<file path="config.mk">
export PLATFORM = sky130hd
export DESIGN_NAME = cnn_batch_sequencer
export DESIGN_NICKNAME = d
export VERILOG_FILES = /design/src/rtl/cnn_batch_sequencer_pkg.sv /design/src/rtl/cnn_batch_sequencer.sv
export SDC_FILE = /design/constraint.sdc
export NUM_CORES = 1
export LEC_CHECK = 0
export CORE_ASPECT_RATIO = 1.75
export CORE_MARGIN = 1.5
export CORE_UTILIZATION = 45
export CTS_CLUSTER_SIZE = 14
export DETAILED_ROUTE_END_ITERATION = 7
export GPL_TIMING_DRIVEN = 0
export PLACE_DENSITY = 0.7
export SETUP_SLACK_MARGIN = 0.15
export SLEW_MARGIN = 20
export SYNTH_ARGS = -nofsm -noshare
export SYNTH_HDL_FRONTEND = slang
export SYNTH_SLANG_ARGS = --single-unit
</file>
<file path="constraint.sdc">
create_clock -name clk -period 7.92 [get_ports clk]
set_input_delay 0.792 -clock clk [delete_from_list [all_inputs] [get_ports clk]]
set_output_delay 0.792 -clock clk [all_outputs]
set_load 0.02 [all_outputs]
</file>
<file path="src/rtl/cnn_batch_sequencer_pkg.sv">
// Shared definitions for the CNN batch sequencer.
// Holds the sequencer state encoding, the pixels-per-image derivation,
// the width of the label nibble that is scored, and a small helper used
// to size internal counters.
package cnn_batch_sequencer_pkg;

    typedef enum logic [2:0] {
        ST_IDLE   = 3'd0,
        ST_CRST   = 3'd1,
        ST_CREC   = 3'd2,
        ST_STREAM = 3'd3,
        ST_WAIT   = 3'd4,
        ST_SCORE  = 3'd5,
        ST_GAP    = 3'd6,
        ST_FIN    = 3'd7
    } state_e;

    // Only the low nibble of a label byte carries the digit.
    localparam int LBL_NIB_W = 4;

    function automatic int img_pix(input int img_w);
        return img_w * img_w;
    endfunction

    function automatic int max2(input int a, input int b);
        return (a > b) ? a : b;
    endfunction

endpackage

</file>
<file path="src/rtl/cnn_batch_sequencer.sv">
// On-chip batch driver for the multichannel CNN classifier.
// For each image of a batch it resets the CNN, streams the image pixels out of
// a synchronous image RAM, waits for the classifier result (with a timeout)
// and scores it against the label read from a synchronous label RAM.
// Ports:
//   clk, rst_n          - clock, asynchronous active-low reset
//   start               - one-cycle pulse that begins a batch (ignored while busy)
//   img_addr / img_data - image RAM read port, 1-cycle read latency
//   lbl_addr / lbl_data - label RAM read port, 1-cycle read latency
//   cnn_rst_n, cnn_valid, cnn_data - reset and pixel stream towards the CNN
//   cnn_done, cnn_digit - classifier completion and result
//   busy, done, img_idx, correct_cnt, miss, timeout_err - batch status
module cnn_batch_sequencer
    import cnn_batch_sequencer_pkg::*;
#(
    parameter int   DATA_W      = 8,
    parameter int   IMG_W       = 28,
    parameter int   NUM_IMG     = 1000,
    parameter int   RST_CYC     = 3,
    parameter int   GAP_CYC     = 25,
    parameter int   TIMEOUT_CYC = 65535,
    localparam int  IMG_PIX     = img_pix(IMG_W),
    localparam int  ADDR_W      = $clog2(NUM_IMG * IMG_PIX),
    localparam int  LBL_W       = $clog2(NUM_IMG),
    localparam int  IDX_W       = $clog2(NUM_IMG + 1)
) (
    input  logic              clk,
    input  logic              rst_n,
    input  logic              start,
    output logic [ADDR_W-1:0] img_addr,
    input  logic [DATA_W-1:0] img_data,
    output logic [LBL_W-1:0]  lbl_addr,
    input  logic [7:0]        lbl_data,
    output logic              cnn_rst_n,
    output logic              cnn_valid,
    output logic [DATA_W-1:0] cnn_data,
    input  logic              cnn_done,
    input  logic [3:0]        cnn_digit,
    output logic              busy,
    output logic              done,
    output logic [IDX_W-1:0]  img_idx,
    output logic [IDX_W-1:0]  correct_cnt,
    output logic              miss,
    output logic              timeout_err
);

    localparam int CNT_MAX = max2(max2(IMG_PIX, RST_CYC), max2(GAP_CYC, TIMEOUT_CYC));
    localparam int CNT_W   = $clog2(CNT_MAX + 1);

    state_e            state_q, state_d;
    logic [CNT_W-1:0]  cnt_q, cnt_d;
    logic [ADDR_W-1:0] img_addr_q, img_addr_d;
    logic [LBL_W-1:0]  lbl_addr_q, lbl_addr_d;
    logic              cnn_rst_n_q, cnn_rst_n_d;
    logic              cnn_valid_q, cnn_valid_d;
    logic [DATA_W-1:0] cnn_data_q, cnn_data_d;
    logic              busy_q, busy_d;
    logic              done_q, done_d;
    logic [IDX_W-1:0]  img_idx_q, img_idx_d;
    logic [IDX_W-1:0]  correct_q, correct_d;
    logic              miss_q, miss_d;
    logic              timeout_q, timeout_d;
    logic              hit_q, hit_d;
    logic              accept_s, wait_exit_s, match_s, expire_s;
    logic              unused_lbl_hi;

    assign unused_lbl_hi = ^lbl_data[7:LBL_NIB_W];

    // State register.
    always_ff @(posedge clk or negedge rst_n) begin
        if (!rst_n) begin
            state_q <= ST_IDLE;
        end else begin
            state_q <= state_d;
        end
    end

    // Next-state logic; cnt_q restarts from zero on every state change.
    always_comb begin
        state_d = state_q;
        case (state_q)
            ST_IDLE:   if (start) state_d = ST_CRST; else state_d = ST_IDLE;
            ST_CRST:   if (cnt_q == CNT_W'(RST_CYC - 1)) state_d = ST_CREC; else state_d = ST_CRST;
            ST_CREC:   if (cnt_q == CNT_W'(RST_CYC - 1)) state_d = ST_STREAM; else state_d = ST_CREC;
            ST_STREAM: if (cnt_q == CNT_W'(IMG_PIX - 1)) state_d = ST_WAIT; else state_d = ST_STREAM;
            ST_WAIT:   if (cnn_done || (cnt_q == CNT_W'(TIMEOUT_CYC - 1))) state_d = ST_SCORE;
                       else state_d = ST_WAIT;
            ST_SCORE:  if (img_idx_q == IDX_W'(NUM_IMG - 1)) state_d = ST_FIN; else state_d = ST_GAP;
            ST_GAP:    if (cnt_q == CNT_W'(GAP_CYC - 1)) state_d = ST_CRST; else state_d = ST_GAP;
            ST_FIN:    state_d = ST_IDLE;
            default:   state_d = ST_IDLE;
        endcase
    end

    // Output and datapath next values; every output is registered from these.
    always_comb begin
        accept_s    = (state_q == ST_IDLE) && start;
        wait_exit_s = (state_q == ST_WAIT) && (state_d == ST_SCORE);
        match_s     = cnn_done && (cnn_digit == lbl_data[LBL_NIB_W-1:0]);
        // A done arriving on the expiring cycle wins over the timeout.
        expire_s    = wait_exit_s && !cnn_done;

        if ((state_d != state_q) || (state_q == ST_IDLE) || (state_q == ST_FIN)) begin
            cnt_d = '0;
        end else begin
            cnt_d = cnt_q + CNT_W'(1);
        end

        cnn_rst_n_d = (state_d != ST_CRST);
        busy_d      = (state_d != ST_IDLE) && (state_d != ST_FIN);
        cnn_valid_d = (state_q == ST_STREAM);
        if (state_q == ST_STREAM) begin
            cnn_data_d = img_data;
        end else begin
            cnn_data_d = '0;
        end

        if (accept_s) begin
            img_idx_d = '0;
        end else if (state_q == ST_SCORE) begin
            img_idx_d = img_idx_q + IDX_W'(1);
        end else begin
            img_idx_d = img_idx_q;
        end

        if (accept_s) begin
            done_d = 1'b0;
        end else if (state_d == ST_FIN) begin
            done_d = 1'b1;
        end else begin
            done_d = done_q;
        end

        if (accept_s) begin
            correct_d = '0;
        end else if ((state_q == ST_SCORE) && hit_q && (correct_q < IDX_W'(NUM_IMG))) begin
            correct_d = correct_q + IDX_W'(1);
        end else begin
            correct_d = correct_q;
        end

        if (accept_s) begin
            timeout_d = 1'b0;
        end else if (expire_s) begin
            timeout_d = 1'b1;
        end else begin
            timeout_d = timeout_q;
        end

        // Scoring is resolved on the WAIT exit edge so miss is visible during SCORE.
        if (wait_exit_s) begin
            hit_d = match_s;
        end else begin
            hit_d = hit_q;
        end
        miss_d = wait_exit_s && !match_s;

        if (state_d == ST_CRST) begin
            lbl_addr_d = LBL_W'(img_idx_d);
        end else begin
            lbl_addr_d = lbl_addr_q;
        end

        // Base address is parked through CRST/CREC, then the address leads the
        // data by one cycle and stops at the image's last pixel.
        if ((state_d == ST_CRST) || (state_d == ST_CREC)) begin
            img_addr_d = ADDR_W'(img_idx_d) * ADDR_W'(IMG_PIX);
        end else if ((state_q == ST_CREC) && (state_d == ST_STREAM)) begin
            img_addr_d = img_addr_q + ADDR_W'(1);
        end else if ((state_q == ST_STREAM) && (cnt_q < CNT_W'(IMG_PIX - 2))) begin
            img_addr_d = img_addr_q + ADDR_W'(1);
        end else begin
            img_addr_d = img_addr_q;
        end
    end

    // Datapath and output registers.
    always_ff @(posedge clk or negedge rst_n) begin
        if (!rst_n) begin
            cnt_q       <= '0;
            img_addr_q  <= '0;
            lbl_addr_q  <= '0;
            cnn_rst_n_q <= 1'b0;
            cnn_valid_q <= 1'b0;
            cnn_data_q  <= '0;
            busy_q      <= 1'b0;
            done_q      <= 1'b0;
            img_idx_q   <= '0;
            correct_q   <= '0;
            miss_q      <= 1'b0;
            timeout_q   <= 1'b0;
            hit_q       <= 1'b0;
        end else begin
            cnt_q       <= cnt_d;
            img_addr_q  <= img_addr_d;
            lbl_addr_q  <= lbl_addr_d;
            cnn_rst_n_q <= cnn_rst_n_d;
            cnn_valid_q <= cnn_valid_d;
            cnn_data_q  <= cnn_data_d;
            busy_q      <= busy_d;
            done_q      <= done_d;
            img_idx_q   <= img_idx_d;
            correct_q   <= correct_d;
            miss_q      <= miss_d;
            timeout_q   <= timeout_d;
            hit_q       <= hit_d;
        end
    end

    assign img_addr    = img_addr_q;
    assign lbl_addr    = lbl_addr_q;
    assign cnn_rst_n   = cnn_rst_n_q;
    assign cnn_valid   = cnn_valid_q;
    assign cnn_data    = cnn_data_q;
    assign busy        = busy_q;
    assign done        = done_q;
    assign img_idx     = img_idx_q;
    assign correct_cnt = correct_q;
    assign miss        = miss_q;
    assign timeout_err = timeout_q;

endmodule
</file>
Yosys cells after proc, flatten, opt, wreduce, memory -nomap -nowiden
Cells that the tools add are included.
Cells by class
  add/subtract/negate cells: 4
  multipliers: 1
  div/mod/pow operators: 0
  magnitude comparators: 2
  equality and inequality tests: 21
  shift operators: 0
  muxes and demuxes: 21
  bitwise operators: 0
  reductions and logical operators: 22
Operators by type and width (number)
  20-bit two-way mux: 3
  10-bit two-way mux: 4
  3-bit one-hot mux with 8 select lines: 1
  10-bit by 1-bit adder with 10-bit output, second input constant: 2
  20-bit by 1-bit adder with 20-bit output, second input constant: 1
  3-bit equality test, second input constant: 6
  16-bit by 1-bit adder with 16-bit output, second input constant: 1
  16-bit by 10-bit equality test with 1-bit output, second input constant: 1
  16-bit equality test, second input constant: 1
  16-bit by 2-bit equality test with 1-bit output, second input constant: 1
  16-bit by 5-bit equality test with 1-bit output, second input constant: 1
  16-bit by 10-bit less-than comparator with 1-bit output, second input constant: 1
  10-bit by 6-bit multiplier with 16-bit output, second input constant: 1
  16-bit two-way mux: 1
  3-bit by 2-bit equality test with 1-bit output, second input constant: 4
  10-bit equality test, second input constant: 1
  1-bit logical AND: 10
  10-bit less-than comparator, second input constant: 1
  1-bit two-way mux: 8
  8-bit two-way mux: 1
  3-bit by 1-bit equality test with 1-bit output, second input constant: 2
  3-bit two-way mux: 2
  2-bit nonzero test: 3
  3-bit nonzero test: 2
  8 further kinds: 12
Storage, ports and cells
  flip-flop bits (word level): 84
  latch bits: 0
  memory bits (writable): 0
  bits in read-only memories: 0
  input bits: 24
  memories: 0

Logic depth before layout (Yosys ltp)
  depth after elaboration: 9
  mapped depth: 19
  depth with buffers taken out: 17

Worst setup path before layout
No wires, ideal clock.
  kind: register -> register
  start point: reg state_q[0]
  end point: reg img_addr_q[19], in the netlist img_addr[19]
  library setup time: 0.128 ns
  data arrival time: 4.266 ns
  required time: 7.792 ns
  path slack: 3.526 ns
  cell stages (with the launch flop): 18
  buffers on the path: 2
  period minus slack after synthesis: 4.394 ns
  cells stage by stage: dfrtp_1 > clkbuf_1 > and3b_1 > clkbuf_1 > nand4_1 > xor2_1 > nor2_1 > ha_1 > fa_1 > ha_1 > ha_1 > a21o_1 > a21oi_1 > o22ai_1 > or4_1 > a2111o_1 > o211ai_1 > mux2i_1
Between the ends
  elaborated cells between the ends (all ways): 22
  classes of those cells: mul: 1; eq/ne: 10; mux: 5; reduce/logical: 6
RTL lines
  start, declared: line cnn_batch_sequencer.sv:50  | state_e state_q, state_d;
  start signal, assigned: line cnn_batch_sequencer.sv:74  | state_q <= state_d;
  3-bit equality test / 3-bit logical NOT (equally long branches): line cnn_batch_sequencer.sv:120, cnn_batch_sequencer.sv:97
  10-bit two-way mux / 1-bit logical AND (equally long branches): line cnn_batch_sequencer.sv:120, cnn_batch_sequencer.sv:97
  10-bit two-way mux (*): line cnn_batch_sequencer.sv:118  | if (accept_s) begin
  via img_idx_d[3]: line cnn_batch_sequencer.sv:59  | logic [IDX_W-1:0] img_idx_q, img_idx_d;
  10-bit by 6-bit multiplier with 16-bit output (*): line cnn_batch_sequencer.sv:167  | img_addr_d = ADDR_W'(img_idx_d) * ADDR_W'(IMG_PIX);
  20-bit two-way mux (*): line cnn_batch_sequencer.sv:166  | if ((state_d == ST_CRST) || (state_d == ST_CREC)) begin
  end signal, assigned: line cnn_batch_sequencer.sv:195  | img_addr_q <= img_addr_d;
  end, declared: line cnn_batch_sequencer.sv:52  | logic [ADDR_W-1:0] img_addr_q, img_addr_d;
Mark *: on every way through the listed nets, which the timed path passes. The rest lies on a longest branch.
A chain may end at the register's enable or synchronous reset.

Final worst setup path
Ends and elaborated chain as after synthesis.

==> out/metrics.yaml <==
run_status:
  status: "finished, final reports clean"
clocking:
  cts_resized: 0
  clk_pin_slew_worst_paths_ns: 0.06
  clock_path_buffers: 2
  cts_tree: "built"
  numCtsBuffers: 9
  postCtsHoldBufs: 0
  cts_setup_buffers: 0
  htree_levels: 3
  root_buffer: "clkbuf_16"
  cts_sinks: 84
  clk_latency_ns: 0.35
logic_synthesis:
  ys_top_cells_by_area: "dfrtp_1, ha_1, xor2_1"
  async_reset_ff_share_pct: 100
  synth_flop_cell: "dfrtp_1"
  synth_compound_area_share_pct: 5.62
  yosys.area_share.simple_pct: 18.7
  muxShareOfSynthArea_pct: 7.76
  synth_top_family_by_area: "simple AND/OR/NAND/NOR gates"
  yosys.area_share.xor_xnor_pct: 10.6
  yosysTopAreaCellShare_pct: 42.3
  synth_fp_nets: 544
  synth_fa_ha_area_share_pct: 12.1
  netlist_area_mm2: 0.00496
  ys_seq_area_share_pct: 42.3
  ys_ff_latch: 84
  yosys_warnings: 0
  synth-edff-count: 0
  avgSynthCellArea_um2: 10.4
  syn_inst: 475
  ys_types: 57
  yosysTopAreaCell: "dfrtp_1"
timing:
  setup_violations: 0
  finalHoldViolCount: 0
  worst_slew_pin_slew_ns: 0.669
  skew_ns: 0.00814
  fmax_mhz: 196
  drv_slew: 0
  worst_slack_ns: 2.81
  rsz0062_at_grt: "no"
  tns_ns: 0
  relSlewSlack_pct: 55.0
  min_period_over_period_pct: 64.5
  min_period_ns: 5.11
setup_path:
  crit_cells: 17
  critPathCaptureType: "flip-flop"
  r2r_cells: 17
  r2r-end: "img_addr[19]$_DFFE_PN0P_"
  arrival_ns: 5.33
  r2r_setup_slack_ns: 2.81
  critPathTopFamily: "adder cells"
  cpMostUsedCell: "ha_1"
  critical_path_class: "flip-flop to flip-flop"
  r2r_start: "state_q[0]$_DFF_PN0_"
  cp_max_fo: 9
  critPathRequiredTime_ns: 8.14
  setup.worst_path.start: "state_q[0]$_DFF_PN0_"
  worst_path_largest_cell_delay_ns: 0.47
  crit_buf_inv: 2
  cpMaxStageDelayCell: "fa_1"
  path_cells: "clkbuf_1 > and3b_1 > clkbuf_1 > nand4_1 > xor2_1 > nor2_1 > ha_1 > fa_1 > ha_1 > ha_1 > a21o_1 > a21oi_1 > o22ai_1 > or4_1 > a2111o_1 > o211ai_1 > mux2i_1"
  crit_path_start_kind: "flip-flop"
power:
  total_power_w: 0.00127
  clkPwrFrac_pct: 30.6
  combPwrFrac_pct: 32.0
  intPower_w: 0.000849
  switchingPower_w: 0.000422
  power_density_mw_per_mm2: 203
  p_leak_nw: 2.97
  p_seq_share_pct: 37.3
  peakVddDrop_uv: 131
  swShare_pct: 33.2
route:
  routed_wl_um: 11500
  vias_per_cell: 5.54
  wl_per_cell_um: 16.3
  dr.pass1.iters: 4
  num_vias: 3907
  first_iter_violations: 189
  postRouteAntennaNets: 0
  drc_errors: 0
place:
  pre_cts_slack_ns: 2.62
  gp_congestion: 0.866
  dpl-instance-area_mm2: 0.00598
  io_buffers: 83
  dp_hpwl_um: 8860
layout:
  diodes: 0
  drive_gt1_share_pct: 9.74
  final_area_mm2: 0.00626
  final_cell_mix: "dfrtp_1, clkdlybuf4s50_1, nor2_1, ha_1, xor2_1"
  final_common_cell: "dfrtp_1"
  fin_nets: 639
  area_delta_synth_final_pct: 26.2
global_route:
  grtUsageTotal_pct: 21.2
  grt_pass1_wl_um: 18900
  antenna_found_initial: 0
  gr-total-overflow: 0
  grt_max_degree: 58
  grt_pass1_vias: 4035
min_path:
  min_path_type: "input port to asynchronous set/reset pin"
floorplan:
  ios: 88
  core_area_mm2: 0.0107
  die_w_um: 82.4
  die_area_mm2: 0.0117
  rows: 50
  initial_utilization_pct: 46.4
  die_h_um: 142
job:
  cap_violations: 0
[worst max path at each step]
stage	endpoint	slack [ns]
floorplan	img_addr[19]$_DFFE_PN0P_	3.53
global placement	img_addr[19]$_DFFE_PN0P_	2.70
detailed placement	img_addr[19]$_DFFE_PN0P_	2.62
CTS	img_addr[19]$_DFFE_PN0P_	2.78
global route	img_addr[19]$_DFFE_PN0P_	2.48
finish	img_addr[19]$_DFFE_PN0P_	2.81
[Yosys cell counts (2+ instances only)]
| cell type | count |
|---|---|
| fa_1 | 5 |
| a21oi_1 | 11 |
| o211ai_1 | 4 |
| nand3_1 | 24 |
| mux2i_1 | 15 |
| nor2b_1 | 5 |
| and4_1 | 3 |
| xor2_1 | 34 |
| and3_1 | 10 |
| nor4_1 | 6 |
| nor3_1 | 11 |
| nand2_1 | 23 |
| xnor2_1 | 26 |
| nand4_1 | 13 |
| inv_1 | 18 |
| or3_1 | 5 |
| mux2_2 | 17 |
| dfrtp_1 | 84 |
| o22ai_1 | 2 |
| and2_1 | 9 |
| nand2b_1 | 2 |
| o21ai_0 | 3 |
| buf_6 | 3 |
| mux2_4 | 2 |
| ha_1 | 40 |
| clkbuf_1 | 6 |
| a211oi_1 | 2 |
| nor2_1 | 63 |
[state kept, by name (all words and copies together), names as in the netlist]
| name | count |
|---|---|
| cnt_q | 16 |
| correct_cnt | 10 |
| miss | 1 |
| busy | 1 |
| lbl_addr | 10 |
| state_q | 3 |
| hit_q | 1 |
| cnn_valid | 1 |
| img_addr | 20 |
| timeout_err | 1 |
| cnn_data | 8 |
| cnn_rst_n | 1 |
| img_idx | 10 |
| done | 1 |
[area by class of cell]
type	count	area [um2]
Buffer	12	70.1
Clock buffer	9	225
Clock inverter	7	48.8
Fill cell	932	4440
Inverter	19	71.3
Multi-Input combinational cell	360	2730
Sequential cell	84	2100
Tap cell	130	163
Timing Repair Buffer	84	856
[per-layer routing]
layer | vias to the layer above | global-route usage [%] | wire length [um]
met3 | 24 | 4.17 | 450
met5 | - | 0 | 0
met1 | 1952 | 22.5 | 4210
met4 | 0 | 9.99 | 318
li1 | 1845 | - | -
met2 | 86 | 38.5 | 6530
[cell families (layout without fill, tap and decap cells)]
| kind of cell | count (synthesis) | after routing |
|---|---|---|
| muxes | 35 | 35 |
| AOI/OAI and AO/OA | 37 | 37 |
| buffers and inverters | 31 | 131 |
| and+or+nand+nor | 183 | 183 |
| adders and majority gates | 45 | 45 |
| DFF | 84 | 84 |
| xor gates and xnor gates | 60 | 60 |
[power groups by stage]
| stage | logic, W | registers (W) | clock network [W] |
|---|---|---|---|
| after floorplan | 0.000269 | 0.000503 | 0 |
| after global placement | 0.000403 | 0.000482 | 0 |
| after detailed placement | 0.000408 | 0.000483 | 0 |
| after CTS | 0.000411 | 0.000475 | 0.000400 |
| after global routing | 0.000440 | 0.000478 | 0.000416 |
| final | 0.000407 | 0.000475 | 0.000389 |
[worst reg2reg max path: stages (launching register included)]
cell and delay [ns]:
dfrtp_1 0.32, clkbuf_1 0.33, and3b_1 0.21, clkbuf_1 0.38, nand4_1 0.18, xor2_1 0.16, nor2_1 0.40, ha_1 0.34
fa_1 0.47, ha_1 0.33, ha_1 0.30, a21o_1 0.17, a21oi_1 0.22, o22ai_1 0.13, or4_1 0.45, a2111o_1 0.39
o211ai_1 0.11, mux2i_1 0.10
[per-stage QoR]
step / instances / hold slack [ns] / util (%)
final: 705 / 0.370 / 58.5
after global routing: 705 / 0.407 / 58.5
after CTS: 705 / 0.382 / 58.5
after detailed placement: 689 / 0.474 / 55.9
after global placement: 688 / 0.469 / 55.7
after floorplan: 475 / 0.446 / -
Power figures use the tool's default switching activity.
